File: src/rtl/adder_seq_pkg.sv
// Shared definitions for the board adder operand sequencer:
// FSM state encodings and the default debounce window length.
package adder_seq_pkg;

  // Debounce window for a 50 MHz board clock (10 ms).
  localparam int DEBOUNCE_CYCLES_DEFAULT = 500000;

  // The LED decode uses these exact codes; 2'd3 is never entered legally.
  typedef enum logic [1:0] {
    ST_IDLE_A  = 2'd0,
    ST_WAIT_B  = 2'd1,
    ST_DONE    = 2'd2,
    ST_ILLEGAL = 2'd3
  } seq_state_e;

endpackage

File: src/rtl/adder_operand_sequencer_key_debounce.sv
// Load-key conditioner: two-flop synchroniser, debounce counter and a
// one-cycle press strobe on each clean falling edge of the key level.
module key_debounce
  import adder_seq_pkg::*;
#(
  parameter int DEBOUNCE_CYCLES = DEBOUNCE_CYCLES_DEFAULT
) (
  input  logic Clk,
  input  logic reset,
  input  logic key_n,
  output logic press
);

  // A window of one cycle still needs a 1-bit counter to stay legal.
  localparam int CNT_W = (DEBOUNCE_CYCLES > 1) ? $clog2(DEBOUNCE_CYCLES) : 1;

  logic             sync1;
  logic             k_s;
  logic             deb;
  logic             deb_d;
  logic [CNT_W-1:0] cnt;

  // Synchronise the raw key and accept a new level only after it has
  // disagreed with the current one for a full window of cycles.
  always_ff @(posedge Clk) begin
    if (reset) begin
      sync1 <= 1'b1;
      k_s   <= 1'b1;
      deb   <= 1'b1;
      deb_d <= 1'b1;
      cnt   <= '0;
    end else begin
      // NOTE: non-blocking assignments let every flop see the pre-edge value
      // of its neighbour, which is what makes sync1 -> k_s a real pipeline.
      sync1 <= key_n;
      k_s   <= sync1;
      deb_d <= deb;
      if (k_s == deb) begin
        cnt <= '0;
      end else if (cnt == CNT_W'(DEBOUNCE_CYCLES - 1)) begin
        deb <= k_s;
        cnt <= '0;
      end else begin
        cnt <= cnt + CNT_W'(1);
      end
    end
  end

  // Falling edge of the debounced level is a press; releases are ignored.
  assign press = deb_d & ~deb;

endmodule

File: src/rtl/adder_operand_sequencer.sv
// Operand input stage for the board adder: each clean key press loads the
// switches into A, then B, then starts a new pair. Flags a complete pair with
// a one-cycle sum_valid pulse for the downstream adder/HEX stage.
module adder_operand_sequencer
  import adder_seq_pkg::*;
#(
  parameter int WIDTH           = 8,
  parameter int DEBOUNCE_CYCLES = DEBOUNCE_CYCLES_DEFAULT
) (
  input  logic             Clk,
  input  logic             reset,
  input  logic [WIDTH-1:0] sw,
  input  logic             key_n,
  output logic [WIDTH-1:0] a,
  output logic [WIDTH-1:0] b,
  output logic             a_valid,
  output logic             b_valid,
  output logic             sum_valid,
  output logic [1:0]       state
);

  logic       press;
  seq_state_e st;

  key_debounce #(
    .DEBOUNCE_CYCLES (DEBOUNCE_CYCLES)
  ) u_deb (
    .Clk   (Clk),
    .reset (reset),
    .key_n (key_n),
    .press (press)
  );

  assign state = st;

  // Operand capture sequence, advancing only on a press strobe.
  always_ff @(posedge Clk) begin
    if (reset) begin
      st        <= ST_IDLE_A;
      a         <= '0;
      b         <= '0;
      a_valid   <= 1'b0;
      b_valid   <= 1'b0;
      sum_valid <= 1'b0;
    end else begin
      // NOTE: sum_valid defaults low each cycle so it can only ever be a
      // single-cycle pulse, set by the B capture below.
      sum_valid <= 1'b0;
      case (st)
        ST_IDLE_A: begin
          if (press) begin
            a       <= sw;
            a_valid <= 1'b1;
            st      <= ST_WAIT_B;
          end
        end
        ST_WAIT_B: begin
          if (press) begin
            b         <= sw;
            b_valid   <= 1'b1;
            sum_valid <= 1'b1;
            st        <= ST_DONE;
          end
        end
        ST_DONE: begin
          // Next press starts a fresh pair; the old B is discarded.
          if (press) begin
            a       <= sw;
            b       <= '0;
            b_valid <= 1'b0;
            st      <= ST_WAIT_B;
          end
        end
        default: begin
          st      <= ST_IDLE_A;
          a       <= '0;
          b       <= '0;
          a_valid <= 1'b0;
          b_valid <= 1'b0;
        end
      endcase
    end
  end

endmodule

File: config.mk
export PLATFORM = sky130hd
export DESIGN_NAME = adder_operand_sequencer
export DESIGN_NICKNAME = d
export VERILOG_FILES = /design/src/rtl/adder_seq_pkg.sv /design/src/rtl/adder_operand_sequencer_key_debounce.sv /design/src/rtl/adder_operand_sequencer.sv
export SDC_FILE = /design/constraint.sdc
export NUM_CORES = 1
export LEC_CHECK = 0
export CAP_MARGIN = 15
export CORE_UTILIZATION = 30
export CTS_CLUSTER_DIAMETER = 100
export DETAILED_ROUTE_END_ITERATION = 10
export PLACE_DENSITY_LB_ADDON = 0.2
export SYNTH_ARGS = -nofsm -noshare
export SYNTH_HDL_FRONTEND = slang
export SYNTH_SLANG_ARGS = --single-unit
File: constraint.sdc
create_clock -name Clk -period 5.3 [get_ports Clk]
set_input_delay 1.59 -clock Clk [delete_from_list [all_inputs] [get_ports Clk]]
set_output_delay 1.59 -clock Clk [all_outputs]
set_load 0.03 [all_outputs]
==> results.yml <==
die:
  die_w_um: 80.6
  num_rows: 28
  start_util: 0.312
  ios: 32
  die-area_um2: 6500
  design.core.area_um2: 5960
  die_h_um: 80.6
logic_synthesis:
  synth_nets: 224
  synth_edf_count: 0
  syn_avg_cell_area_um2: 8.92
  ys.flop_type: "dfxtp_1"
  ys_seq_elements: 44
  synth_area_um2: 1860
  synth.distinct_cells: 37
  ys_seq_area_frac: 0.475
  synth_cells: 208
  yosys_warnings: 0
  synthArstFlopShare: 0
setup_path:
  crit_family: "buffers and inverters"
  startpoint_type: "input port"
  startpoint: "reset"
  end_kind: "flop"
  ff2ff_path_depth: 5
  worstSetupPathType: "input port to flop"
  worstPathMaxFanout: 26
  reg2reg_to: "u_deb.cnt[13]$_SDFF_PP0_"
  arrival_ns: 3.55
  required_ns: 5.51
  crit_buf_inv: 1
  worst_path_max_delay_cell: "clkdlybuf4s50_1"
  cp_cell_sequence: "clkdlybuf4s50_1 > or2b_2 > o21bai_2 > a21oi_1"
  ff2ff_setup_slack_ns: 3.33
  slowest_delay_ns: 0.86
  cp_num_cells: 4
  reg2reg_from: "u_deb.cnt[0]$_SDFF_PP0_"
  endpoint: "u_deb.cnt[16]$_SDFF_PP0_"
sta:
  rsz0062_at_grt: "false"
  period_needed_ns: 3.33
  drv_slew: 0
  max_slew.worst_pin.slew_ns: 0.882
  worst_clock_skew_ns: 0.0114
  max_freq_mhz: 300
  fin_crit_sh: 0.629
  maxSlewHeadroom: 0.410
  setup_violations: 0
  fin_setup_tns_ns: 0
  hold_violations: 0
grt:
  grt_pass1_wl_um: 6220
  grt_max_degree: 27
  grt_pass1_vias: 1340
  grtUsageTotal: 0.123
  antenna_found_initial: 0
  grt_overflow_total: 0
placement:
  post_dp_cell_area_um2: 2220
  dp_hpwl_um: 2650
  gp_congestion: 0.761
  portBuffers: 31
clock_network:
  cts_root_buffer: "clkbuf_8"
  clk_latency_ns: 0.29
  htreeDepth: 2
  cts_sinks: 44
  cts_made_buffers: 5
  clock_path_buffers: 2
  postCtsSetupBuffers: 0
  cts_hold_buf: 0
  post_cts_resized: 0
  clk_pin_slew_ns: 0.08
  cts_tree: "yes"
layout:
  final_cell_mix: "dfxtp_1 (44), nor2_1 (34), clkdlybuf4s50_1 (31), nand2_1 (15)"
  multiInputGateArea_um2: 913
  final_core_util: 0.387
  n_fill_cell: 629
  seqCellArea_um2: 881
  fin_nets: 255
  mostFrequentLayoutCell: "dfxtp_1"
  drive_gt1_frac: 0.0669
  n_antenna_cell: 0
  area_growth_syn_to_layout_pct: 24.1
  final_area_um2: 2300
power:
  leakagePower_nw: 0.706
  cellPowerDensity_nw_per_um2: 235
  irDropWorstVdd_mv: 0.104
  finalPower_mw: 0.542
route:
  vias: 1491
  drtPass1Iterations: 4
  routedWlPerCell_um: 11.7
  dr.first_iter.drc_count: 52
  drtAntennaViolNets: 0
  wirelength_um: 3670
  post_drt_via_cell_ratio: 4.75
  drc: 0
run_status:
  status: "finished clean"
min_path:
  hp-class: "flop to flop"
run:
  maxCapViolations: 0
==> final cells by class <==
class                      count  area share
clock inverter                 2     0.00543
timing repair buffer          31       0.135
sequential                    44       0.383
clock buffer                   5      0.0299
multi-input combinational    151       0.397
tap                           75      0.0408
inverter                       6     0.00978
==> cell families (layout without fill, tap and decap cells) <==
family                   after synthesis  in the layout  share of synthesized area
AND/OR/NAND/NOR                       99             99                      0.280
XOR/XNOR                              14             14                     0.0661
AO/OA/AOI/OAI                         32             32                      0.107
adder cells (fa/ha/maj)                5              5                     0.0337
flip-flops                            44             44                      0.475
buffers and inverters                 13             44                     0.0330
multiplexers                           1              1                    0.00539
==> power by group <==
| part | switching [mW] | internal, mW |
|---|---|---|
| logic | 0.00638 | 0.00772 |
| clock network | 0.107 | 0.0893 |
| registers | 0.000513 | 0.331 |
| total | 0.114 | 0.428 |
==> synth_stat cells, drive strengths merged (2+ instances only) <==
cell	instances	area share
nand3	14	0.038
a21oi	14	0.038
or4	4	0.016
nand3b	2	0.0081
nor2	34	0.069
nor4	5	0.017
dfxtp	44	0.47
buf	2	0.0054
nor3	4	0.011
xor2	5	0.024
or3	2	0.0067
xnor2	9	0.042
a22oi	8	0.032
ha	5	0.034
or2	4	0.013
nand4	9	0.042
o21ai	4	0.011
inv	6	0.012
o21bai	2	0.010
nand2	15	0.030
clkbuf	5	0.016
==> stage by stage <==
step,hold WS (ns),instances,setup WS (ns)
3_3_place_gp,0.407,307,1.67
6_report,0.406,314,1.97
4_1_cts,0.415,314,1.92
5_1_grt,0.423,314,1.83
3_5_place_dp,0.397,307,1.62
2_1_floorplan,0.389,208,2.71
==> per-layer routing <==
metal  global-route usage  vias up  wire, um
li1                     -      790         -
met1                0.160      666      1840
met2                0.194       33      1570
met3               0.0341        2       230
met4               0.0429        0        25
met5                    0        -         0
==> how the worst min path moves through the flow <==
stage	start	endpoint	slack [ns]	cells past startpoint
after floorplan	u_deb.sync1$_SDFF_PP1_	u_deb.k_s$_SDFF_PP1_	0.39	1
after global placement	u_deb.sync1$_SDFF_PP1_	u_deb.k_s$_SDFF_PP1_	0.41	1
after detailed placement	u_deb.sync1$_SDFF_PP1_	u_deb.k_s$_SDFF_PP1_	0.40	1
after CTS	u_deb.sync1$_SDFF_PP1_	u_deb.k_s$_SDFF_PP1_	0.42	1
after global routing	u_deb.sync1$_SDFF_PP1_	u_deb.k_s$_SDFF_PP1_	0.42	1
final	u_deb.sync1$_SDFF_PP1_	u_deb.k_s$_SDFF_PP1_	0.41	1
==> worst register-to-register path, delay by kind of cell (launching register included) <==
kind | cells | cell delay, ns
AOI/OAI and AO/OA | 1 | 0.62
adders and majority gates | 1 | 0.27
DFF | 1 | 0.39
and+or+nand+nor | 3 | 0.56
==> registers in the layout, indices dropped and copies added, names as in the netlist <==
signal	cells
sum_valid	1
u_deb.deb	1
a	8
u_deb.sync1	1
u_deb.deb_d	1
b	8
state	2
a_valid	1
u_deb.k_s	1
u_deb.cnt	19
b_valid	1
Power figures use the tool's default switching activity.
